--- config.mk ---
export PLATFORM = sky130hd
export DESIGN_NAME = aes_lite_req_arbiter_flat
export DESIGN_NICKNAME = d
export VERILOG_FILES = /design/src/rtl/aes_lite_req_arbiter_pkg.sv /design/src/rtl/aes_lite_req_arbiter_if.sv /design/src/rtl/aes_lite_req_arbiter_rr_arb.sv /design/src/rtl/aes_lite_req_arbiter.sv /design/src/flat_wrapper.sv
export SDC_FILE = /design/constraint.sdc
export NUM_CORES = 1
export LEC_CHECK = 0
export CORE_MARGIN = 1
export CORE_UTILIZATION = 55
export CTS_CLUSTER_SIZE = 10
export DETAILED_ROUTE_END_ITERATION = 8
export DONT_BUFFER_PORTS = 1
export PLACE_DENSITY = 0.74
export SLEW_MARGIN = 40
export SYNTH_ARGS = -nofsm -noshare
export SYNTH_HDL_FRONTEND = slang
export SYNTH_SLANG_ARGS = --single-unit
--- constraint.sdc ---
create_clock -name clk -period 3.78 [get_ports clk]
set_clock_uncertainty 0.15 [all_clocks]
set_input_delay 0.378 -clock clk [delete_from_list [all_inputs] [get_ports clk]]
set_output_delay 0.378 -clock clk [all_outputs]
set_load 0.05 [all_outputs]
--- src/rtl/aes_lite_req_arbiter_pkg.sv ---
// Shared types and helpers for the AES-lite request arbiter: FSM state encoding,
// default data/key widths and the requester-id width function.
package aes_lite_pkg;

    typedef enum logic [1:0] {
        ST_IDLE  = 2'd0,
        ST_ISSUE = 2'd1,
        ST_WAIT  = 2'd2,
        ST_RESP  = 2'd3
    } arb_state_e;

    localparam int unsigned AES_DW_DEFAULT = 8;
    localparam int unsigned AES_KW_DEFAULT = 8;

    // A single requester still needs a one-bit id field.
    function automatic int unsigned id_width(input int unsigned n);
        return (n > 1) ? $clog2(n) : 1;
    endfunction

endpackage

--- src/rtl/aes_lite_req_arbiter_if.sv ---
// Requester, core and response channels of the AES-lite arbiter bundled in one interface.
// slave = arbiter view, master = environment (requesters, core, response sink).
interface aes_lite_req_arbiter_if
    import aes_lite_pkg::*;
#(
    parameter int unsigned NREQ = 4,
    parameter int unsigned DW   = AES_DW_DEFAULT,
    parameter int unsigned KW   = AES_KW_DEFAULT
);
    localparam int unsigned IDW = id_width(NREQ);

    logic [NREQ-1:0]    req_valid;
    logic [NREQ-1:0]    req_ready;
    logic [NREQ*DW-1:0] req_data;
    logic [NREQ*KW-1:0] req_key;

    logic               core_start;
    logic [DW-1:0]      core_data;
    logic [KW-1:0]      core_key;
    logic               core_done;
    logic [DW-1:0]      core_result;
    logic               core_abort;

    logic               rsp_valid;
    logic               rsp_ready;
    logic [IDW-1:0]     rsp_id;
    logic [DW-1:0]      rsp_data;
    logic               rsp_err;

    modport slave (
        input  req_valid, req_data, req_key, core_done, core_result, rsp_ready,
        output req_ready, core_start, core_data, core_key, core_abort,
               rsp_valid, rsp_id, rsp_data, rsp_err
    );

    modport master (
        output req_valid, req_data, req_key, core_done, core_result, rsp_ready,
        input  req_ready, core_start, core_data, core_key, core_abort,
               rsp_valid, rsp_id, rsp_data, rsp_err
    );

endinterface

--- src/rtl/aes_lite_req_arbiter_rr_arb.sv ---
// Combinational round-robin picker: one-hot grant to the first valid request at or
// after the pointer, wrapping from NREQ-1 back to 0.
module aes_lite_rr_arb
    import aes_lite_pkg::*;
#(
    parameter int unsigned NREQ = 4,
    parameter int unsigned IDW  = id_width(NREQ)
) (
    input  logic [NREQ-1:0] req_i,
    input  logic [IDW-1:0]  ptr_i,
    output logic [NREQ-1:0] gnt_o,
    output logic [IDW-1:0]  gnt_id_o,
    output logic            any_o
);

    // Scan NREQ positions starting at the pointer; the first hit wins.
    always_comb begin
        int unsigned    idx_int;
        logic [IDW-1:0] idx;
        gnt_o    = '0;
        gnt_id_o = '0;
        any_o    = 1'b0;
        idx_int  = 0;
        idx      = '0;
        for (int unsigned i = 0; i < NREQ; i++) begin
            idx_int = 32'(ptr_i) + i;
            if (idx_int >= NREQ) begin
                idx_int = idx_int - NREQ;
            end
            idx = IDW'(idx_int);
            if (!any_o && req_i[idx]) begin
                any_o      = 1'b1;
                gnt_o[idx] = 1'b1;
                gnt_id_o   = idx;
            end
        end
    end

endmodule

--- src/rtl/aes_lite_req_arbiter.sv ---
// Round-robin arbiter sharing one AES-lite core between NREQ requesters.
// Optional core watchdog enabled with `define AES_ARB_TIMEOUT_EN.
module aes_lite_req_arbiter
    import aes_lite_pkg::*;
#(
    parameter int unsigned NREQ    = 4,
    parameter int unsigned DW      = AES_DW_DEFAULT,
    parameter int unsigned KW      = AES_KW_DEFAULT,
    parameter int unsigned TIMEOUT = 64
) (
    input  logic                  clk,
    input  logic                  rst,
    aes_lite_req_arbiter_if.slave bus
);

    localparam int unsigned IDW = id_width(NREQ);

    arb_state_e     state_q, state_d;
    logic [IDW-1:0] ptr_q, ptr_d;
    logic [IDW-1:0] gnt_q, gnt_d;
    logic [DW-1:0]  data_q, data_d;
    logic [KW-1:0]  key_q, key_d;
    logic [DW-1:0]  result_q, result_d;

    logic [NREQ-1:0] gnt_onehot;
    logic [IDW-1:0]  gnt_id;
    logic            any_req;
    logic [DW-1:0]   sel_data;
    logic [KW-1:0]   sel_key;

`ifdef AES_ARB_TIMEOUT_EN
    localparam int unsigned CW = $clog2(TIMEOUT + 1);
    logic [CW-1:0] wdog_q, wdog_d;
    logic          err_q, err_d;
`endif

    aes_lite_rr_arb #(
        .NREQ (NREQ),
        .IDW  (IDW)
    ) u_rr_arb (
        .req_i    (bus.req_valid),
        .ptr_i    (ptr_q),
        .gnt_o    (gnt_onehot),
        .gnt_id_o (gnt_id),
        .any_o    (any_req)
    );

    always_comb begin
        sel_data = '0;
        sel_key  = '0;
        for (int i = 0; i < int'(NREQ); i++) begin
            if (gnt_onehot[i]) begin
                sel_data = sel_data | bus.req_data[i*DW +: DW];
                sel_key  = sel_key  | bus.req_key[i*KW +: KW];
            end
        end
    end

    // core_done only matters in WAIT; rsp_ready only in RESP.
    always_comb begin
        state_d       = state_q;
        ptr_d         = ptr_q;
        gnt_d         = gnt_q;
        data_d        = data_q;
        key_d         = key_q;
        result_d      = result_q;
        bus.req_ready = '0;
`ifdef AES_ARB_TIMEOUT_EN
        wdog_d         = wdog_q;
        err_d          = err_q;
        bus.core_abort = 1'b0;
`endif
        case (state_q)
            ST_IDLE: begin
                if (any_req) begin
                    bus.req_ready = gnt_onehot;
                    gnt_d         = gnt_id;
                    data_d        = sel_data;
                    key_d         = sel_key;
                    state_d       = ST_ISSUE;
                end
            end
            ST_ISSUE: begin
`ifdef AES_ARB_TIMEOUT_EN
                wdog_d = '0;
`endif
                state_d = ST_WAIT;
            end
            ST_WAIT: begin
`ifdef AES_ARB_TIMEOUT_EN
                wdog_d = wdog_q + CW'(1);
`endif
                if (bus.core_done) begin
                    result_d = bus.core_result;
`ifdef AES_ARB_TIMEOUT_EN
                    err_d    = 1'b0;
`endif
                    state_d  = ST_RESP;
                end
`ifdef AES_ARB_TIMEOUT_EN
                // A done arriving on the expiry cycle takes priority over the abort.
                else if (wdog_q == CW'(TIMEOUT - 1)) begin
                    bus.core_abort = 1'b1;
                    result_d       = '0;
                    err_d          = 1'b1;
                    state_d        = ST_RESP;
                end
`endif
            end
            ST_RESP: begin
                if (bus.rsp_ready) begin
                    ptr_d   = (gnt_q == IDW'(NREQ - 1)) ? '0 : gnt_q + IDW'(1);
                    state_d = ST_IDLE;
                end
            end
            default: state_d = ST_IDLE;
        endcase
    end

    always_ff @(posedge clk or posedge rst) begin
        if (rst) begin
            state_q  <= ST_IDLE;
            ptr_q    <= '0;
            gnt_q    <= '0;
            data_q   <= '0;
            key_q    <= '0;
            result_q <= '0;
        end else begin
            state_q  <= state_d;
            ptr_q    <= ptr_d;
            gnt_q    <= gnt_d;
            data_q   <= data_d;
            key_q    <= key_d;
            result_q <= result_d;
        end
    end

`ifdef AES_ARB_TIMEOUT_EN
    always_ff @(posedge clk or posedge rst) begin
        if (rst) begin
            wdog_q <= '0;
            err_q  <= 1'b0;
        end else begin
            wdog_q <= wdog_d;
            err_q  <= err_d;
        end
    end

    assign bus.rsp_err = err_q;
`else
    assign bus.rsp_err    = 1'b0;
    assign bus.core_abort = 1'b0;
`endif

    assign bus.core_start = (state_q == ST_ISSUE);
    assign bus.rsp_valid  = (state_q == ST_RESP);
    assign bus.core_data  = data_q;
    assign bus.core_key   = key_q;
    assign bus.rsp_id     = gnt_q;
    assign bus.rsp_data   = result_q;

endmodule

--- src/flat_wrapper.sv ---
// flat-port wrapper written by rule: the top's interface ports become plain ports
module aes_lite_req_arbiter_flat import aes_lite_pkg::*;
#(
    parameter int unsigned NREQ    = 4,
    parameter int unsigned DW      = AES_DW_DEFAULT,
    parameter int unsigned KW      = AES_KW_DEFAULT,
    parameter int unsigned TIMEOUT = 64
)
  (clk, rst, bus_req_valid, bus_req_data, bus_req_key, bus_core_done, bus_core_result, bus_rsp_ready, bus_req_ready, bus_core_start, bus_core_data, bus_core_key, bus_core_abort, bus_rsp_valid, bus_rsp_id, bus_rsp_data, bus_rsp_err);
  aes_lite_req_arbiter_if #(.NREQ(NREQ), .DW(DW), .KW(KW)) bus_i ();
  input  logic clk;
  input  logic rst;
  input wire logic [$bits(bus_i.req_valid)-1:0] bus_req_valid;
  input wire logic [$bits(bus_i.req_data)-1:0] bus_req_data;
  input wire logic [$bits(bus_i.req_key)-1:0] bus_req_key;
  input wire logic [$bits(bus_i.core_done)-1:0] bus_core_done;
  input wire logic [$bits(bus_i.core_result)-1:0] bus_core_result;
  input wire logic [$bits(bus_i.rsp_ready)-1:0] bus_rsp_ready;
  output wire logic [$bits(bus_i.req_ready)-1:0] bus_req_ready;
  output wire logic [$bits(bus_i.core_start)-1:0] bus_core_start;
  output wire logic [$bits(bus_i.core_data)-1:0] bus_core_data;
  output wire logic [$bits(bus_i.core_key)-1:0] bus_core_key;
  output wire logic [$bits(bus_i.core_abort)-1:0] bus_core_abort;
  output wire logic [$bits(bus_i.rsp_valid)-1:0] bus_rsp_valid;
  output wire logic [$bits(bus_i.rsp_id)-1:0] bus_rsp_id;
  output wire logic [$bits(bus_i.rsp_data)-1:0] bus_rsp_data;
  output wire logic [$bits(bus_i.rsp_err)-1:0] bus_rsp_err;
  assign bus_i.req_valid = bus_req_valid;
  assign bus_i.req_data = bus_req_data;
  assign bus_i.req_key = bus_req_key;
  assign bus_i.core_done = bus_core_done;
  assign bus_i.core_result = bus_core_result;
  assign bus_i.rsp_ready = bus_rsp_ready;
  assign bus_req_ready = bus_i.req_ready;
  assign bus_core_start = bus_i.core_start;
  assign bus_core_data = bus_i.core_data;
  assign bus_core_key = bus_i.core_key;
  assign bus_core_abort = bus_i.core_abort;
  assign bus_rsp_valid = bus_i.rsp_valid;
  assign bus_rsp_id = bus_i.rsp_id;
  assign bus_rsp_data = bus_i.rsp_data;
  assign bus_rsp_err = bus_i.rsp_err;
  aes_lite_req_arbiter #(.NREQ(NREQ), .DW(DW), .KW(KW), .TIMEOUT(TIMEOUT)) u_core (.clk(clk), .rst(rst), .bus(bus_i));
endmodule
# After elaboration in Yosys (flattened, before gate mapping)
# Cells that the tools add are included.
# word_totals
ff_bits	30
input_bits	80
output_inout_bits	34
elab_cells	104
# op_classes
addsub	8
order_cmp	12
n_eq_ne	7
n_mux	47
n_bitwise	9
n_reduce_logical	15
# ops
op	count
8-bit 2-to-1 mux	8
8-bit OR	6
2-bit 2-to-1 mux	12
4-bit 2-to-1 mux	6
2-bit by 3-bit less-than comparator with 1-bit output (second input constant)	4
1-bit 2-to-1 mux	12
4-bit OR	3
3-bit greater-or-equal comparator (second input constant)	3
1-bit binary-select mux with 2-bit select	4
1-bit demux with 2-bit select	4
2-bit by 1-bit greater-or-equal comparator with 1-bit output (second input constant)	4
2-bit one-hot mux with 4 select lines	1
2-bit by 1-bit subtractor with 2-bit output (second input constant)	4
1-bit logical AND	7
2-bit by 2-bit adder with 3-bit output (second input constant)	2
2-bit == test (second input constant)	3
2-bit AND reduction	3
2-bit != test (second input constant)	2
2-bit by 1-bit adder with 3-bit output (second input constant)	1
2-bit by 3-bit greater-or-equal comparator with 1-bit output (second input constant)	1
1-bit zero test	3
3-bit AND reduction	1
2-bit by 1-bit adder with 2-bit output (second input constant)	1
2-bit by 1-bit == test with 1-bit output (second input constant)	1
other kinds (2)	2

# Depth between registers and ports, before layout
# Gate-level depths: netlist of run 1.
# logic_depth
depth_word	21
depth_mapped	13

# Hierarchy
# A second synthesis of run 1 with hierarchy kept.
# hier_totals
hier_cells	188
area_unflattened_um2	1951.9
# modules_own_cells
mod	n_inst	cells_each	area_per_inst_um2
aes_lite_req_arbiter	1	143	1530.2
aes_lite_rr_arb	1	45	421.7

# Worst setup path after synthesis of run 1
# No wires, ideal clock.
# synth_path
kind	flip-flop to output port
startpoint	register u_core.ptr_q[0]
endpoint	output port bus_req_ready[3]
t_arrival_ns	2.939
slack_ns	0.313
stages_incl_launch_ff	13
path_buffers	4
cell_sequence	dfrtp_1 buf_6 buf_2 inv_1 ha_1 mux4_2 buf_6 nor3b_1 a21oi_1 nor3_1 a211oi_2 buf_2 nor2_1
# synth_via
elab_chain_cells	16
elab_cells_between_ends	62
cone_classes	add/sub: 7; order compare: 12; mux: 30; bitwise: 3; reduce/logical: 10
# synth_rtl
element	line	rtl
start: declaration	aes_lite_req_arbiter.sv:19	logic [IDW-1:0] ptr_q, ptr_d;
start signal: assignment	aes_lite_req_arbiter.sv:130	ptr_q <= ptr_d;
branches (longest 14 deep; another with 2-bit by 1-bit adder with 3-bit output)	n/a	
4-bit 2-to-1 mux (*)	aes_lite_req_arbiter.sv:75	if (any_req) begin
4-bit 2-to-1 mux (*)	aes_lite_req_arbiter.sv:73	case (state_q)
end: declaration	flat_wrapper.sv:19	output wire logic [$bits(bus_i.req_ready)-1:0] bus_req_ready;
# Every way passes the cells marked *. The select of a mux whose other input is x is not followed.

# Worst setup path after layout of run 1
# layout_path
startpoint	register u_core.ptr_q[1]
endpoint	output port bus_req_ready[0]
# Same word-level chain as after synthesis.

==> impl_results.md, run 1 <==
- Status: complete, no violations
- Worst path required time: between 3 and 4 ns
- Fin util: 0.627
- Synth async-reset ratio: 1.00
- Post-Synthesis Cells: about 260
- Wire length per cell: 19.2 um
- Total grt overflow: 0
- Worst-Margin Slew: just under 0.7 ns
- Antenna Nets Post-Route: 0
- CTS max path bufs: 2
- Final Power: about 3.0 mW
- Ports: 114
- PnR worst setup slack: 0.228 ns
- Die height: roughly 68 um
- Clock-pin slew on the worst setup and hold paths: 0.07 ns
- Mapped cell area: roughly 0.0024 mm^2
- Via density: a little under 7
- Comb pwr share: 0.524
- GRT Total Usage: 0.248
- Syn_area_per_cell: just over 9 um^2
- CP Launch Type: flip-flop
- Worst VDD drop: 0.000651 V
- Hold WS: ~0.087 ns
- TritonCTS sink count: 30
- Crit path DAT: just over 3 ns
- Antenna fix cells: 0
- PortBufs: 0
- CTS root buf: clkbuf_8
- Share of layout cells above drive strength 1: 0.182
- Most frequent cell after synthesis: dfrtp_1
- Critical setup path kind: reg -> out
- Design area: 0.00256 mm^2
- Worst rel slew slack: 0.536
- Placed inst area: ~0.0025 mm^2
- Synth top area cells: dfrtp_1 31%, ha_1 6.3%, o211ai_1 5.3%, mux2_2 5.2%, o21a_1 5.0%
- Dpl cells: slightly below 300
- Setup tns final: 0 ns
- Endpoints failing hold: 0
- Power per cell area: approximately 1200 mW/mm^2
- Final setup violation count: 0
- Post-detail-place hpwl: approximately 4200 um
- Post-synthesis cell type count: 48
- HP Class: in -> reg
- DRC errors left: 0
- Sequential cell area: 751 um^2
- # H-tree levels: 2
- Slew Limit Fails: 0
- CTS tree: yes
- Synth Flop Type: dfrtp_1
- Initial antenna violation count: 0
- First-pass GRT wire length: approximately 8400 um
- Biggest cell delay along the critical path: approximately 0.60 ns
- Vias in the first global route: ~1800
- Leak pwr: about 0.98 nW
- Sequential area share after synthesis: 0.313
- FF+latch count, synth: 30
- Cell family contributing the most delay on the critical path: flip-flops
- Unrepaired setup endpoints after global routing: no
- Number of max-cap violations: 0
- Starting Density: 0.586
- DR vias: 2080
- Crit-path slowest cell: dfrtp_1
- FP Rows: 23
- Seq pwr share: 0.382
- YS warnings: 0
- Largest net degree at the start of global routing: 31
- CTS Buf Count: 5
- Crit-path cells: inv_1 > ha_1 > mux4_2 > a22o_1 > a221o_1 > and2_1 > buf_12
- Worst skew pair latency: slightly below 0.3 ns
- Top cells by count, synth: 30 x dfrtp_1, 24 x nand2_1, 18 x and2_1, 17 x o211ai_1
- CP bufs+invs: 2
- Clock Power Share: 0.093
- Fmax: approximately 0.28 GHz
- Post-CTS resize count: 0
- Share of the synthesized area in the top cell type: 0.313
- Largest area contributor in the netlist: dfrtp_1
- Fin cells: ~300
- Largest fanout on the critical path: 12
- Final period util: 0.940
- Multi-input gate area: ~0.0015 mm^2
- Fillers: about 350
- Tmin final: approximately 3.6 ns
- Area grow syn2layout: 6.95%
- Critical Path Sink Type: output port
- Die W: 68.0 um
- Fin nets: between 300 and 400
- Area of the die: around 0.0046 mm^2
- Switching share of power: 0.566
- Dpl ws: 0.571 ns
- Internal: ~1.3 mW
- Core box area: 0.00409 mm^2
- Initial drt markers: 146
- TritonRoute pass-1 iters: 4
- Routed Wire Length: roughly 5800 um
- Post-synth EDFFs: 0
- NetSw: between 1.5 and 2 mW
- Global placement routability congestion: about 0.89
## layer usage
metal / share of wire / track usage / vias up
met3: 0.10 / 0.0700 / 12
li1: - / - / 944
met2: 0.50 / 0.404 / 111
met5: 0 / 0 / -
met1: 0.38 / 0.306 / 1013
met4: 0.017 / 0.104 / 0
## worst register-to-register path: stages, from the launching register on
cell and delay [ns]:
dfrtp_1 0.60, inv_1 0.23, ha_1 0.52, mux4_2 0.46, a22o_1 0.26, a221o_1 0.32, buf_4 0.22, a22oi_1 0.20
o211ai_1 0.12
## power groups by stage
stage | clock network, mW | registers (mW) | logic (mW)
after floorplan | 0 | 1.10 | 1.29
after global placement | 0 | 1.14 | 1.50
after detailed placement | 0 | 1.15 | 1.55
after CTS | 0.283 | 1.14 | 1.56
after global routing | 0.291 | 1.17 | 1.72
final | 0.277 | 1.14 | 1.56
## state kept, by name, indices dropped and copies added (netlist names)
signal	flops
u_core.ptr_q	2
u_core.bus.rsp_data	8
u_core.bus.core_key	8
u_core.bus.rsp_id	2
u_core.state_q	2
u_core.bus.core_data	8
## cell usage in the layout, fill, tap and decap left out, types with 6 or more instances in the layout
master | synthesis | layout
dfrtp_1 | 30 | 30
nand2_1 | 24 | 24
and2_1 | 18 | 18
o211ai_1 | 17 | 17
a31oi_1 | 16 | 16
o21a_1 | 16 | 16
ha_1 | 12 | 12
mux2_2 | 11 | 11
a22oi_2 | 9 | 9
o21ai_0 | 9 | 9
inv_1 | 8 | 8
a22oi_1 | 7 | 7
buf_4 | 3 | 7
nor2_1 | 6 | 6
clkbuf_8 | 0 | 6
## layout make-up
cell class | instances | share of cell area
inverter | 8 | 0.0117
multi-input combinational | 195 | 0.580
tap | 50 | 0.0244
timing repair buffer | 12 | 0.0537
clock inverter | 2 | 0.00488
sequential | 30 | 0.293
clock buffer | 6 | 0.0322
## repair_timing
item	in CTS	in global routing
endpoints found under the hold margin	30	0
hold buffers	1	0
buffers inserted	0	0
## cells by family after synthesis
| kind of cell | synth area share |
|---|---|
| other cells | 0.00157 |
| compound gates | 0.312 |
| flops | 0.313 |
| buf+inv | 0.0741 |
| fa+ha+maj | 0.0627 |
| simple gates | 0.146 |
| mux | 0.0898 |
## final timing paths
| path | from | endpoint | slack (ns) | depth (start not counted) |
|---|---|---|---|---|
| max in group asynchronous | rst | u_core.bus.core_data[1]$_DFFE_PP0P_ | 2.74 | 3 |
| min in group asynchronous | rst | u_core.bus.rsp_id[0]$_DFFE_PP0P_ | 0.46 | 3 |
| setup / recovery | u_core.ptr_q[1]$_DFFE_PP0P_ | bus_req_ready[0] | 0.23 | 7 |
| hold reg to reg | u_core.state_q[0]$_DFFE_PP0P_ | u_core.state_q[0]$_DFFE_PP0P_ | 0.45 | 1 |
| hold / removal | bus_core_result[4] | u_core.bus.rsp_data[4]$_DFFE_PP0P_ | 0.09 | 1 |
| setup reg to reg | u_core.ptr_q[1]$_DFFE_PP0P_ | u_core.bus.core_data[4]$_DFFE_PP0P_ | 0.57 | 8 |
No activity file was read; power rests on OpenSTA's default activity.
==> run 2: changes to the inputs <==
PLACE_DENSITY = 0.77   (was 0.74)
clock period = 3.2 ns   (was 3.78 ns; I/O delays follow)
==> run 2 against run 1 <==
Die area unchanged. Utilization decreased by 0.61 points. Clock power increased by 14%. Flip-flop and latch count unchanged. Final cell count increased by 0.66%. Non-clock buffer count increased by 2. First-iteration DRC count decreased by 14%. Critical path depth decreased by 1. Via count decreased by 4.0%. Global-route usage decreased by 1.6 points. Register-to-register slack got worse by 0.09 ns. Count of clock-buffer cells in the layout unchanged. Largest power group unchanged.
==> impl_results.md, run 2 (synthesis gave the netlist of run 1 again) <==
- First-pass GRT wire length: 8000 um (-4.9%)
- Crit-path cells: buf_4 > or3b_1 > a2111oi_0 > nand2b_1 > a221o_1 > and2_2
- Met1 WL: 2190 um (-1.8%)
- FP Rows: 23 (unchanged)
- Worst rel slew slack: 0.565 (+0.0288)
- Final period util: 0.939
- HP Class: in -> reg
- Fin util: 0.621 (-0.00612)
- Met3 wire len: 591 um (+1.0%)
- CTS Buf Count: 5 (unchanged)
- Setup tns final: 0 ns (unchanged)
- Total grt overflow: 0 (unchanged)
- TritonCTS sink count: 30 (unchanged)
- Power per cell area: 1360 mW/mm^2 (+17%)
- Area of the die: 0.00462 mm^2 (unchanged)
- CTS max path bufs: 2 (unchanged)
- GRT Total Usage: 0.232 (-0.0160)
- Hold_sp: bus_core_result[1]
- Number of max-cap violations: 0 (unchanged)
- FF-to-FF setup slack: 0.48 ns (-0.09 ns)
- Starting Density: 0.586 (unchanged)
- Setup bufs post-CTS: 0 (unchanged)
- Post-detail-place hpwl: 4240 um (+2.1%)
- DR vias: 1997 (-4.0%)
- Reg2reg end: u_core.bus.core_key[2]$_DFFE_PP0P_
- Critical Path Sink Type: output port
- Largest fanout on the critical path: 11 (-1)
- Clock-pin slew on the worst setup and hold paths: 0.07 ns (about the same)
- Slew Limit Fails: 0 (unchanged)
- Die W: 68.0 um (unchanged)
- DRC errors left: 0 (unchanged)
- Die height: 68.0 um (unchanged)
- Crit-path slowest cell: a2111oi_0
- Hold path endpoint: u_core.bus.rsp_data[1]$_DFFE_PP0P_
- Antenna fix cells: 0 (unchanged)
- Ports: 114 (unchanged)
- Antenna Nets Post-Route: 0 (unchanged)
- Crit path DAT: 2.54 ns (-0.48 ns)
- PortBufs: 0 (unchanged)
- Hold path depth: 1 (unchanged)
- Area grow syn2layout: 5.90%
- Wire length per cell: 18.4 um (-4.1%)
- Critical setup path kind: reg -> out
- Worst VDD drop: 0.000981 V (+51%)
- DR WL met2: 2810 um (-3.3%)
- CTS tree: yes
- Initial antenna violation count: 0 (unchanged)
- Cell count of the worst reg-to-reg path: 8 (unchanged)
- Top Metal Used: met4
- Status: complete, no violations
- Initial drt markers: 125 (-14%)
- TritonRoute pass-1 iters: 4 (unchanged)
- Fillers: 355 (+1.7%)
- Tmin final: between 3 and 4 ns
- Core box area: 0.00409 mm^2 (unchanged)
- Multi-input gate area: 0.00149 mm^2 (+0.34%)
- Via density: 6.55 (-4.6%)
- RR Startpoint: u_core.ptr_q[0]$_DFFE_PP0P_
- Vias in the first global route: 1847 (+1.9%)
- Fmax: approximately 0.33 GHz
- Largest net degree at the start of global routing: 30 (-3.2%)
- Leak pwr: 0.977 nW (-0.25%)
- Endpoints failing hold: 0 (unchanged)
- Unrepaired setup endpoints after global routing: no
- Sequential cell area: 751 um^2 (unchanged)
- Cell family contributing the most delay on the critical path: simple AND/OR/NAND/NOR gates
- Share of layout cells above drive strength 1: 0.204 (+0.0221)
- Commonest non-fill, non-tap cells in the layout: 30 x dfrtp_1, 24 x nand2_1, 17 x o211ai_1
- # H-tree levels: 2 (unchanged)
- CTS root buf: clkbuf_8
- Biggest cell delay along the critical path: 0.52 ns (-0.08 ns)
- Global placement routability congestion: 0.976 (+9.7%)
- CP bufs+invs: 1 (-1)
- Worst skew pair latency: 0.28 ns (about the same)
- Worst-Margin Slew: 0.646 ns (-0.0429 ns)
- CP Launch Type: flip-flop
- Fin nets: 346 (+0.58%)
- Routed Wire Length: 5620 um (-3.4%)
- Final setup violation count: 0 (unchanged)
- Commonest non-fill, non-tap cell in the layout: dfrtp_1
- Hold WS: 0.0366 ns (-0.0503 ns)
- Worst path required time: 2.73 ns (-0.52 ns)
-- run 2: changes by cell type in the layout (fill, tap and decap cells not counted) --
| cell | before | now |
|---|---|---|
| nor2_2 | 0 | 1 |
| and2_2 | 0 | 2 |
| and2_1 | 18 | 16 |
| buf_4 | 7 | 13 |
| inv_1 | 8 | 7 |
| inv_2 | 0 | 1 |
| nor2_1 | 6 | 5 |
| buf_8 | 1 | 0 |
| buf_12 | 3 | 0 |
-- run 2: worst max-delay path by stage --
stage                                           start                                  to  slack, ns  depth (start not counted)
after floorplan           u_core.ptr_q[0]$_DFFE_PP0P_                    bus_req_ready[3]       0.02                         12
after global routing      u_core.ptr_q[0]$_DFFE_PP0P_                    bus_req_ready[0]       0.05                          6
after global placement    u_core.ptr_q[0]$_DFFE_PP0P_                    bus_req_ready[0]       0.53                          6
after detailed placement  u_core.ptr_q[0]$_DFFE_PP0P_  u_core.bus.core_key[0]$_DFFE_PP0P_       0.52                          8
after CTS                 u_core.ptr_q[0]$_DFFE_PP0P_                    bus_req_ready[0]       0.20                          6
final                     u_core.ptr_q[0]$_DFFE_PP0P_                    bus_req_ready[0]       0.19                          6
-- run 2: repair_timing --
action                    in CTS  in global routing
resized for setup              0                  0
hold buffers                   1                  0
hold endpoints to repair      23                  0
-- run 2: area by class of cell --
type | instances | share of cell area
Clock buffer | 6 | 0.0325
Clock inverter | 2 | 0.00493
Inverter | 8 | 0.0118
Multi-Input combinational cell | 195 | 0.588
Sequential cell | 30 | 0.296
Tap cell | 50 | 0.0247
Timing Repair Buffer | 14 | 0.0424
-- run 2: routing by layer --
layer  GRT usage  vias to the layer above
met4      0.0729                        0
met2       0.395                      107
met1       0.273                      941
met3      0.0800                        4
li1            -                      945
met5           0                        -
-- run 2: stage by stage --
step,setup WS [ns],power [mW],instance area [um^2],cells
2_1_floorplan,0.0201,2.83,2400,257
3_3_place_gp,0.535,3.11,2430,296
3_5_place_dp,0.524,3.14,2430,296
4_1_cts,0.196,3.47,2540,305
5_1_grt,0.0533,3.69,2540,305
6_report,0.194,3.46,2540,305
-- run 2: power by group --
part           leakage [nW]  switching [mW]  internal [mW]
Clock                0.0472           0.144          0.173
Sequential            0.357           0.755          0.573
Combinational         0.573            1.06          0.756
